## src/rtl/stopwatch_pkg.sv

```systemverilog
`default_nettype none
// +--------------------------------------------------------------------------+
// | Module   : stopwatch_pkg                                                 |
// | Purpose  : Shared types and constants for the BCD stopwatch: FSM state   |
// |            encoding, BCD digit width, digit moduli and the packed        |
// |            MM:SS.hh time record.                                         |
// | Revision : 1.0  initial release                                          |
// +--------------------------------------------------------------------------+
package stopwatch_pkg;

  localparam int BCD_W     = 4;
  localparam int HUN_MOD   = 10;
  localparam int SEC_T_MOD = 6;

  typedef enum logic [1:0] {
    ST_IDLE  = 2'd0,
    ST_RUN   = 2'd1,
    ST_PAUSE = 2'd2,
    ST_LAP   = 2'd3
  } state_t;

  // One full MM:SS.hh reading, most significant digit first.
  typedef struct packed {
    logic [BCD_W-1:0] min_t;
    logic [BCD_W-1:0] min_o;
    logic [BCD_W-1:0] sec_t;
    logic [BCD_W-1:0] sec_o;
    logic [BCD_W-1:0] hun_t;
    logic [BCD_W-1:0] hun_o;
  } bcd_time_t;

endpackage
`default_nettype wire

```

## src/rtl/bcd_digit_cnt.sv

```systemverilog
`default_nettype none
// +--------------------------------------------------------------------------+
// | Module   : bcd_digit_cnt                                                 |
// | Purpose  : Single BCD digit counter, modulo MOD, with synchronous clear  |
// |            and a combinational carry-out for same-cycle ripple.          |
// | Ports    : clk   - system clock                                          |
// |            rst_n - asynchronous active-low reset                         |
// |            inc   - advance the digit by one on this clk edge             |
// |            clr   - force the digit to zero (wins over inc)               |
// |            q     - current digit value, 0..MOD-1                         |
// |            carry - inc while at MOD-1; feeds the next digit's inc        |
// | Revision : 1.0  initial release                                          |
// +--------------------------------------------------------------------------+
module bcd_digit_cnt
  import stopwatch_pkg::*;
#(
  parameter int MOD = 10
) (
  input  logic             clk,
  input  logic             rst_n,
  input  logic             inc,
  input  logic             clr,
  output logic [BCD_W-1:0] q,
  output logic             carry
);

  localparam logic [BCD_W-1:0] C_LAST = BCD_W'(MOD - 1);

  logic [BCD_W-1:0] r_q;

  always_ff @(posedge clk or negedge rst_n) begin
    if (!rst_n) begin
      r_q <= '0;
    end else if (clr) begin
      r_q <= '0;
    end else if (inc) begin
      r_q <= (r_q == C_LAST) ? '0 : r_q + BCD_W'(1);
    end
  end

  assign q     = r_q;
  assign carry = inc & (r_q == C_LAST);

endmodule
`default_nettype wire

```

## src/rtl/stopwatch_bcd.sv

```systemverilog
`default_nettype none
// +--------------------------------------------------------------------------+
// | Module   : stopwatch_bcd                                                 |
// | Purpose  : BCD stopwatch MM:SS.hh driven by the divided hundredths wave. |
// |            Start/stop, lap-freeze and clear via one-cycle pulses.        |
// | Ports    : clk, rst_n         - system clock, async active-low reset     |
// |            tick_clk           - hundredths square wave (rising = count)  |
// |            start_stop/lap/clear - one-cycle command pulses               |
// |            disp_*_t/_o        - registered BCD display digits            |
// |            running            - high in RUN and LAP                      |
// |            frozen             - high in LAP                              |
// |            wrap               - 1-cycle pulse on MAX_MIN:59.99 -> 0      |
// | Revision : 1.0  initial release                                          |
// +--------------------------------------------------------------------------+
module stopwatch_bcd
  import stopwatch_pkg::*;
#(
  parameter int MAX_MIN = 59
) (
  input  logic             clk,
  input  logic             rst_n,
  input  logic             tick_clk,
  input  logic             start_stop,
  input  logic             lap,
  input  logic             clear,
  output logic [BCD_W-1:0] disp_min_t,
  output logic [BCD_W-1:0] disp_min_o,
  output logic [BCD_W-1:0] disp_sec_t,
  output logic [BCD_W-1:0] disp_sec_o,
  output logic [BCD_W-1:0] disp_hun_t,
  output logic [BCD_W-1:0] disp_hun_o,
  output logic             running,
  output logic             frozen,
  output logic             wrap
);

  localparam logic [BCD_W-1:0] C_MAX_T = BCD_W'(MAX_MIN / 10);
  localparam logic [BCD_W-1:0] C_MAX_O = BCD_W'(MAX_MIN % 10);

  state_t    r_state;
  state_t    w_state_nxt;
  logic      r_tick_q;
  logic      r_wrap;
  bcd_time_t r_hold;
  bcd_time_t r_disp;
  bcd_time_t w_live;

  logic w_tick_edge;
  logic w_count_en;
  logic w_clr_cnt;
  logic w_latch_hold;
  logic w_hun_o_carry;
  logic w_hun_t_carry;
  logic w_sec_o_carry;
  logic w_sec_t_carry;
  logic w_min_o_carry;
  logic w_min_t_carry;
  logic w_at_max;
  logic w_min_inc;
  logic w_wrap_now;
  logic w_min_clr;

  // --------------------------------------------------------------------------
  // Tick edge detect: a tick_clk held high produces exactly one count.
  // --------------------------------------------------------------------------
  assign w_tick_edge = tick_clk & ~r_tick_q;

  // Counting is qualified by the state *before* any command on this edge, so
  // a tick coinciding with a start_stop that leaves RUN/LAP still counts and
  // one coinciding with entry into RUN does not.
  assign w_count_en = w_tick_edge & ((r_state == ST_RUN) | (r_state == ST_LAP));

  // --------------------------------------------------------------------------
  // Control FSM
  // --------------------------------------------------------------------------
  always_ff @(posedge clk or negedge rst_n) begin
    if (!rst_n) begin
      r_state  <= ST_IDLE;
      r_tick_q <= 1'b0;
    end else begin
      r_state  <= w_state_nxt;
      r_tick_q <= tick_clk;
    end
  end

  always_comb begin
    w_state_nxt  = r_state;
    w_clr_cnt    = 1'b0;
    w_latch_hold = 1'b0;
    case (r_state)
      ST_IDLE: begin
        if (start_stop) w_state_nxt = ST_RUN;
      end
      ST_RUN: begin
        if (start_stop) begin
          w_state_nxt = ST_PAUSE;
        end else if (lap) begin
          w_state_nxt  = ST_LAP;
          w_latch_hold = 1'b1;
        end
      end
      ST_LAP: begin
        if (start_stop)  w_state_nxt = ST_PAUSE;
        else if (lap)    w_state_nxt = ST_RUN;
      end
      ST_PAUSE: begin
        if (clear) begin
          w_state_nxt = ST_IDLE;
          w_clr_cnt   = 1'b1;
        end else if (start_stop) begin
          w_state_nxt = ST_RUN;
        end
      end
      default: w_state_nxt = ST_IDLE;
    endcase
  end

  assign running = (r_state == ST_RUN) | (r_state == ST_LAP);
  assign frozen  = (r_state == ST_LAP);

  // --------------------------------------------------------------------------
  // Live count: hundredths and seconds ripple carries through the chain.
  // --------------------------------------------------------------------------
  bcd_digit_cnt #(.MOD(HUN_MOD)) u_hun_o (
    .clk(clk), .rst_n(rst_n), .inc(w_count_en), .clr(w_clr_cnt),
    .q(w_live.hun_o), .carry(w_hun_o_carry)
  );

  bcd_digit_cnt #(.MOD(HUN_MOD)) u_hun_t (
    .clk(clk), .rst_n(rst_n), .inc(w_hun_o_carry), .clr(w_clr_cnt),
    .q(w_live.hun_t), .carry(w_hun_t_carry)
  );

  bcd_digit_cnt #(.MOD(10)) u_sec_o (
    .clk(clk), .rst_n(rst_n), .inc(w_hun_t_carry), .clr(w_clr_cnt),
    .q(w_live.sec_o), .carry(w_sec_o_carry)
  );

  bcd_digit_cnt #(.MOD(SEC_T_MOD)) u_sec_t (
    .clk(clk), .rst_n(rst_n), .inc(w_sec_o_carry), .clr(w_clr_cnt),
    .q(w_live.sec_t), .carry(w_sec_t_carry)
  );

  // Minutes are a plain decimal pair; the MAX_MIN compare turns the carry out
  // of the seconds into a clear of both minute digits instead of an increment.
  assign w_at_max   = (w_live.min_t == C_MAX_T) & (w_live.min_o == C_MAX_O);
  assign w_min_inc  = w_sec_t_carry & ~w_at_max;
  // The tens carry can only fire past 99 minutes, which the compare above
  // already prevents; folding it in keeps the count bounded regardless.
  assign w_wrap_now = (w_sec_t_carry & w_at_max) | w_min_t_carry;
  assign w_min_clr  = w_clr_cnt | w_wrap_now;

  bcd_digit_cnt #(.MOD(10)) u_min_o (
    .clk(clk), .rst_n(rst_n), .inc(w_min_inc), .clr(w_min_clr),
    .q(w_live.min_o), .carry(w_min_o_carry)
  );

  bcd_digit_cnt #(.MOD(10)) u_min_t (
    .clk(clk), .rst_n(rst_n), .inc(w_min_o_carry), .clr(w_min_clr),
    .q(w_live.min_t), .carry(w_min_t_carry)
  );

  // --------------------------------------------------------------------------
  // Lap hold, display mux and wrap pulse
  // --------------------------------------------------------------------------
  always_ff @(posedge clk or negedge rst_n) begin
    if (!rst_n) begin
      r_hold <= '0;
      r_disp <= '0;
      r_wrap <= 1'b0;
    end else begin
      if (w_latch_hold) r_hold <= w_live;
      r_disp <= (r_state == ST_LAP) ? r_hold : w_live;
      r_wrap <= w_wrap_now;
    end
  end

  assign disp_min_t = r_disp.min_t;
  assign disp_min_o = r_disp.min_o;
  assign disp_sec_t = r_disp.sec_t;
  assign disp_sec_o = r_disp.sec_o;
  assign disp_hun_t = r_disp.hun_t;
  assign disp_hun_o = r_disp.hun_o;
  assign wrap       = r_wrap;

endmodule
`default_nettype wire

```

## config.mk

```make
export PLATFORM = sky130hd
export DESIGN_NAME = stopwatch_bcd
export DESIGN_NICKNAME = d
export VERILOG_FILES = /design/src/rtl/stopwatch_pkg.sv /design/src/rtl/bcd_digit_cnt.sv /design/src/rtl/stopwatch_bcd.sv
export SDC_FILE = /design/constraint.sdc
export NUM_CORES = 1
export LEC_CHECK = 0
export ABC_AREA = 1
export BUFFER_PORTS_ARGS = -buffer_cell sky130_fd_sc_hd__buf_2
export CAP_MARGIN = 10
export CORE_MARGIN = 10
export CORE_UTILIZATION = 50
export CTS_CLUSTER_DIAMETER = 100
export DETAILED_ROUTE_END_ITERATION = 8
export PLACE_DENSITY_LB_ADDON = 0.08
export SETUP_SLACK_MARGIN = 0.3
export SYNTH_ARGS = -nofsm -noshare
export SYNTH_HDL_FRONTEND = slang
export SYNTH_HIERARCHICAL = 1
export SYNTH_SLANG_ARGS = --single-unit
```

## constraint.sdc

```tcl
create_clock -name clk -period 6.3 [get_ports clk]
set_clock_uncertainty 0.2 [all_clocks]
set_input_delay 1.26 -clock clk [delete_from_list [all_inputs] [get_ports clk]]
set_output_delay 1.26 -clock clk [all_outputs]
set_load 0.005 [all_outputs]
```

# Word-level counts from Yosys, hierarchy flattened

Cells that the tools add are included.

Logic and storage cells: 94
Register bits after elaboration: 76
Input port bits: 6

Mux-type cells: 31
Reduce and logical (&&, ||, !) cells: 8
Equality and inequality tests: 12
Add/sub/neg operators: 6
Bitwise gates (word level): 16

Operators with widths:

| kind                | number |
|---|---|
| $mux 4              | 18 |
| $add 4x1->4 const B | 6 |
| $mux 24             | 1 |
| $eq 4x4->1 const B  | 5 |
| $mux 2              | 6 |
| $reduce_bool 2->1   | 6 |
| $and 1x1->1         | 11 |
| $eq 4x3->1 const B  | 2 |
| $pmux 2 s4          | 1 |
| $ne 3x3->1 const B  | 2 |
| $mux 1              | 5 |
| $eq 2x2->1 const B  | 2 |
| $or 1x1->1          | 3 |
| $eq 2x1->1 const B  | 1 |
| $logic_not 2->1     | 1 |
| $not 1->1           | 2 |
| $reduce_and 2->1    | 1 |

# Logic depth before layout (Yosys ltp)

Depth after elaboration: 13
Mapped depth: 24
Depth with buffers taken out: 23

# Hierarchy

The synthesis kept the hierarchy.

By module, submodules not included:

| module                      | cells an instance | area each (um2) | instances |
|---|---|---|---|
| stopwatch_bcd               | 217               | 2064.5          | 1 |
| bcd_digit_cnt (u_hun_o ...) | 40                | 265.3           | 5 |
| bcd_digit_cnt (u_sec_t)     | 40                | 262.8           | 1 |

# Worst setup path after synthesis

No wires, ideal clock.

Kind: input port to flip-flop
From: in tick_clk
To: reg u_min_t.r_q[2], in the netlist u_min_t/q[2]
Data arrival time: 3.224 ns
Path slack: 2.757 ns
Cell stages on the path: 22
Required time: 5.981 ns
Setup time: 0.119 ns
Buffers on the path: 0
Cells stage by stage: nand2_1 nor2_1 inv_1 nor2_1 inv_1 nor2_1 inv_1 nor2_1 inv_1 nor2_1 a21boi_0 inv_1 nor2_1 inv_1 nor2_1 inv_1 nand3_1 inv_1 nand2_1 nand3_1 nand2_1 nor2_1

Longest elaborated chain between the ends: 12
Elaborated cells between the ends (all ways): 14
Those cells by class: mux: 1; bitwise: 12; reduce/logical: 1

RTL lines:

| element                                            | line                 | RTL |
|---|---|---|
| start, declared                                    | stopwatch_bcd.sv:22  | `input logic tick_clk,` |
| $and 1x1->1 (*)                                    | stopwatch_bcd.sv:66  | `assign w_tick_edge = tick_clk & ~r_tick_q;` |
| $and 1x1->1 (*)                                    | stopwatch_bcd.sv:71  | `assign w_count_en = w_tick_edge & ((r_state == ST_RUN) \| (r_state == ST_LAP));` |
| via w_count_en                                     | stopwatch_bcd.sv:49  | `logic w_count_en;` |
| $and 1x1->1 (*)                                    | bcd_digit_cnt.sv:42  | `assign carry = inc & (r_q == C_LAST);` |
| via w_hun_o_carry                                  | stopwatch_bcd.sv:52  | `logic w_hun_o_carry;` |
| $and 1x1->1 (*)                                    | bcd_digit_cnt.sv:42  |  |
| via w_hun_t_carry                                  | stopwatch_bcd.sv:53  | `logic w_hun_t_carry;` |
| $and 1x1->1 (*)                                    | bcd_digit_cnt.sv:42  |  |
| via w_sec_o_carry                                  | stopwatch_bcd.sv:54  | `logic w_sec_o_carry;` |
| [1 not listed]                                     | --                   |  |
| via w_sec_t_carry                                  | stopwatch_bcd.sv:55  | `logic w_sec_t_carry;` |
| [1 not listed]                                     | --                   |  |
| via w_min_inc                                      | stopwatch_bcd.sv:59  | `logic w_min_inc;` |
| $and 1x1->1 (*)                                    | bcd_digit_cnt.sv:42  |  |
| via w_min_o_carry                                  | stopwatch_bcd.sv:56  | `logic w_min_o_carry;` |
| $and 1x1->1 (*)                                    | bcd_digit_cnt.sv:42  |  |
| via w_min_t_carry                                  | stopwatch_bcd.sv:57  | `logic w_min_t_carry;` |
| $or 1x1->1 (*)                                     | stopwatch_bcd.sv:150 | `assign w_wrap_now = (w_sec_t_carry & w_at_max) \| w_min_t_carry;` |
| $or 1x1->1 (*)                                     | stopwatch_bcd.sv:151 | `assign w_min_clr = w_clr_cnt \| w_wrap_now;` |
| via w_min_clr                                      | stopwatch_bcd.sv:61  | `logic w_min_clr;` |
| $mux 4 / $reduce_bool 2->1 (equally long branches) | --                   |  |
| end signal, assigned                               | bcd_digit_cnt.sv:37  | `r_q <= (r_q == C_LAST) ? '0 : r_q + BCD_W'(1);` |
| end, declared                                      | bcd_digit_cnt.sv:29  | `logic [BCD_W-1:0] r_q;` |

Mark *: on every way through the listed nets, which the timed path passes. The rest lies on a longest branch.
A chain may end at the register's enable or synchronous reset.

# Worst setup path in the final report

From: in tick_clk
To: reg u_min_o.r_q[2], in the netlist u_min_o/q[2]

Longest elaborated chain between the ends: 12
Elaborated cells between the ends (all ways): 14
Those cells by class: mux: 1; bitwise: 12; reduce/logical: 1

RTL lines:

| element                                            | line |
|---|---|
| $and 1x1->1 (*)                                    | stopwatch_bcd.sv:66 |
| $and 1x1->1 (*)                                    | stopwatch_bcd.sv:71 |
| via w_count_en                                     | stopwatch_bcd.sv:49 |
| $and 1x1->1 (*)                                    | bcd_digit_cnt.sv:42 |
| via w_hun_o_carry                                  | stopwatch_bcd.sv:52 |
| $and 1x1->1 (*)                                    | bcd_digit_cnt.sv:42 |
| via w_hun_t_carry                                  | stopwatch_bcd.sv:53 |
| $and 1x1->1 (*)                                    | bcd_digit_cnt.sv:42 |
| via w_sec_o_carry                                  | stopwatch_bcd.sv:54 |
| [1 not listed]                                     | -- |
| via w_sec_t_carry                                  | stopwatch_bcd.sv:55 |
| [1 not listed]                                     | -- |
| via w_min_inc                                      | stopwatch_bcd.sv:59 |
| $and 1x1->1 (*)                                    | bcd_digit_cnt.sv:42 |
| via w_min_o_carry                                  | stopwatch_bcd.sv:56 |
| $and 1x1->1 (*)                                    | bcd_digit_cnt.sv:42 |
| via w_min_t_carry                                  | stopwatch_bcd.sv:57 |
| $or 1x1->1 (*)                                     | stopwatch_bcd.sv:150 |
| $or 1x1->1 (*)                                     | stopwatch_bcd.sv:151 |
| via w_min_clr                                      | stopwatch_bcd.sv:61 |
| $mux 4 / $reduce_bool 2->1 (equally long branches) | -- |
| end signal, assigned                               | bcd_digit_cnt.sv:37 |
| end, declared                                      | bcd_digit_cnt.sv:29 |

Marks and branches as above.

==> impl_metrics.py <==
metrics = {
    "critical_path": {
        "crit_path_start_kind": "input pin",
        "crit_path_end_kind": "register",
        "reg2reg_depth": 23,
        "ff2ff_setup_slack_ps": 3100,
        "crit_required_ps": 6380,
        "timing.rr.start": "r_state[0]$_DFFE_PN0P_",
        "rr_endpoint": "u_min_o/q[2]$_DFFE_PN0P_",
        "arrival_ps": 3720,
        "crit_fanout": 4,
        "worstSetupPathType": "input pin to register",
    },
    "drt": {
        "num_vias": 2781,
        "drtIter0Drc": 84,
        "drcViolationCount": 0,
        "wl_per_cell_um": 11.0,
        "viasPerCell": 4.70,
        "first_pass_iters": 4,
        "drtAntennaViolNets": 0,
        "finalWirelength_um": 6510,
    },
    "placed_design": {
        "hpwl_um": 4430,
        "gp_congestion": 0.758,
        "portBuffers": 32,
    },
    "clock_network": {
        "hold_buffers": 0,
        "cts_made_buffers": 9,
        "cts_resized": 0,
        "clkSinkCount": 76,
        "cts.clk_slew.worst_paths_ps": 80,
        "clk_path_buf_depth": 2,
        "cts_setup_buffers": 0,
        "insertion_delay_ps": 350,
        "root_buffer": "clkbuf_8",
        "cts_tree": "built",
        "cts_max_level": 3,
    },
    "sta": {
        "drv_slew": 0,
        "tightest_slew_ps": 990,
        "relSlewSlack_pct": 33.5,
        "max_freq_ghz": 0.275,
        "hold_viol": 0,
        "setup_viol": 0,
        "tns_ps": 0,
        "period_needed_ps": 3630,
        "rsz0062_at_grt": "no",
        "fin_crit_sh_pct": 57.7,
    },
    "logic_synthesis": {
        "netlist_instances": 457,
        "synth_fp_nets": 475,
        "synth_top_family_by_area": "simple AND/OR/NAND/NOR gates",
        "synth_fa_ha_area_share_pct": 4.11,
        "synth_compound_area_share_pct": 8.56,
        "synthMuxAreaShare_pct": 0,
        "yosysSeqAreaShare_pct": 52.1,
        "synth_xor_area_share_pct": 0,
        "synthSimpleGateAreaFrac_pct": 24.8,
        "synth_cell_types": 19,
        "ys_warn_count": 6,
        "synth_seq_cells": 76,
        "syn_area_um2": 3650,
        "syn_area_per_cell_um2": 7.99,
    },
    "final_layout": {
        "area_growth_pct": 12.1,
        "drive_gt1_share_pct": 12.0,
        "fin_nets": 506,
        "diodes": 0,
    },
    "worst_hold_path": {
        "hold_class": "register to register",
        "min_path_cells": 2,
        "hold_path_startpoint": "r_hold[11]$_DFFE_PN0P_",
        "hold_path_end": "disp_sec_o[3]$_DFF_PN0_",
    },
    "pwr": {
        "total_leakage_power_nw": 2.11,
        "total_power_mw": 1.22,
        "peakVddDrop_v": 0.000120,
        "p_per_area_nw_per_um2": 299,
    },
    "floorplan": {
        "initial_core_util_pct": 50.9,
        "ios": 33,
        "core_area_um2": 7180,
        "fp.dieW_um": 105,
        "die_area_um2": 11100,
        "num_rows": 31,
        "die_height_um": 105,
    },
    "global_route": {
        "overflow": 0,
        "track_usage_pct": 12.5,
        "grt_pass1_wl_um": 11700,
        "grt_pass1_vias": 2580,
        "grt_max_degree": 77,
        "antenna_found_initial": 0,
    },
    "status": {
        "status": "finished, final reports clean",
    },
    "flow_run": {
        "timing.max_cap.violations": 0,
    },
}
## state kept, by name, indices dropped and copies added, names as in the netlist
name and cells:
disp_hun_o 4, disp_hun_t 4, disp_min_o 4, disp_min_t 4, disp_sec_o 4, disp_sec_t 4
r_hold 24, r_state 2, r_tick_q 1, u_hun_o/q 4, u_hun_t/q 4, u_min_o/q 4
u_min_t/q 4, u_sec_o/q 4, u_sec_t/q 4, wrap 1
## critical path: stages
cell and delay (ps):
buf_2 80, nand2_1 50, nor2_1 130, inv_1 80
nor2_1 160, inv_1 90, nor2_1 140, inv_1 80
nor2_1 140, inv_1 80, nor2_1 140, a21boi_0 260
inv_1 110, nor2_1 150, inv_1 80, nor2_1 110
inv_1 60, nand3_1 130, inv_1 70, nand2_1 90
nand2_1 60, nand2_1 50, nand2_1 40, nor2_1 70
## cell usage after synthesis, drive strengths merged
| library cell | n | area, um^2 |
|---|---|---|
| nor2 | 28 | 118 |
| nand4 | 7 | 58.8 |
| ha | 12 | 150 |
| nand2 | 161 | 604 |
| clkbuf | 2 | 7.51 |
| a21boi | 1 | 7.51 |
| nand3 | 23 | 115 |
| nor3 | 2 | 10.0 |
| buf | 10 | 75.1 |
| o21bai | 6 | 45.0 |
| dfrtp | 76 | 1900 |
| o21ai | 49 | 260 |
| inv | 80 | 300 |
## final cells by class
type	instances	area [um^2]
tap	99	124
multi-input combinational	289	1370
clock inverter	3	67.6
clock buffer	13	169
inverter	80	300
timing repair buffer	32	163
fill	647	3080
sequential	76	1900
## cells in the final DEF (no fill, tap or decap), types with 2 or more instances in the layout
master	n
buf_2	31
bufinv_16	2
clkbuf_8	12
dfrtp_1	76
ha_1	12
inv_1	78
inv_2	2
nand2_1	161
nand3_1	23
nand4_1	6
nor2_1	23
nor2_2	5
nor3_1	2
o21ai_0	29
o21ai_1	16
o21ai_2	4
o21bai_1	6
## layer usage
metal / routed length, um / track usage, % / vias up / share of wire (%)
li1: - / - / 1464 / -
met5: 0 / 0 / - / 0
met3: 283 / 3.84 / 12 / 4.3
met4: 108 / 6.67 / 0 / 1.7
met1: 3090 / 15.1 / 1254 / 47
met2: 3030 / 19.7 / 51 / 47
## cells by family (layout without fill, tap and decap cells)
logic type | Yosys count | after routing
AO/OA/AOI/OAI | 56 | 56
adder cells (fa/ha/maj) | 12 | 12
buffers and inverters | 92 | 128
flip-flops | 76 | 76
AND/OR/NAND/NOR | 221 | 221
## report_power, final
part | total, mW | leakage, nW | switching [mW] | internal, mW
combinational | 0.210 | 0.946 | 0.145 | 0.0652
sequential | 0.584 | 1.05 | 0.0421 | 0.542
clock | 0.428 | 0.116 | 0.173 | 0.256
## per-stage QoR
step | cell area, um^2 | cells | util (%) | setup slack (ps) | hold slack [ps]
after floorplan | 3650 | 457 | - | 2760 | 253
after global placement | 3860 | 576 | 53.8 | 2430 | 264
after detailed placement | 3860 | 576 | 53.8 | 2300 | 268
after CTS | 4090 | 592 | 57.1 | 2660 | 287
after global routing | 4090 | 592 | 57.1 | 2130 | 299
final | 4090 | 592 | 57.1 | 2670 | 284
## worst max path at each step
stage	start	end	slack (ps)	depth (start not counted)
floorplan	tick_clk	u_min_t/q[2]$_DFFE_PN0P_	2760	22
finish	tick_clk	u_min_o/q[2]$_DFFE_PN0P_	2670	24
detailed placement	tick_clk	u_min_o/q[1]$_DFFE_PN0P_	2300	23
CTS	tick_clk	u_min_o/q[2]$_DFFE_PN0P_	2660	24
global route	tick_clk	u_min_o/q[1]$_DFFE_PN0P_	2130	23
global placement	tick_clk	u_min_o/q[0]$_DFFE_PN0P_	2430	23
Note: power is estimated with default switching activity, not from simulation.
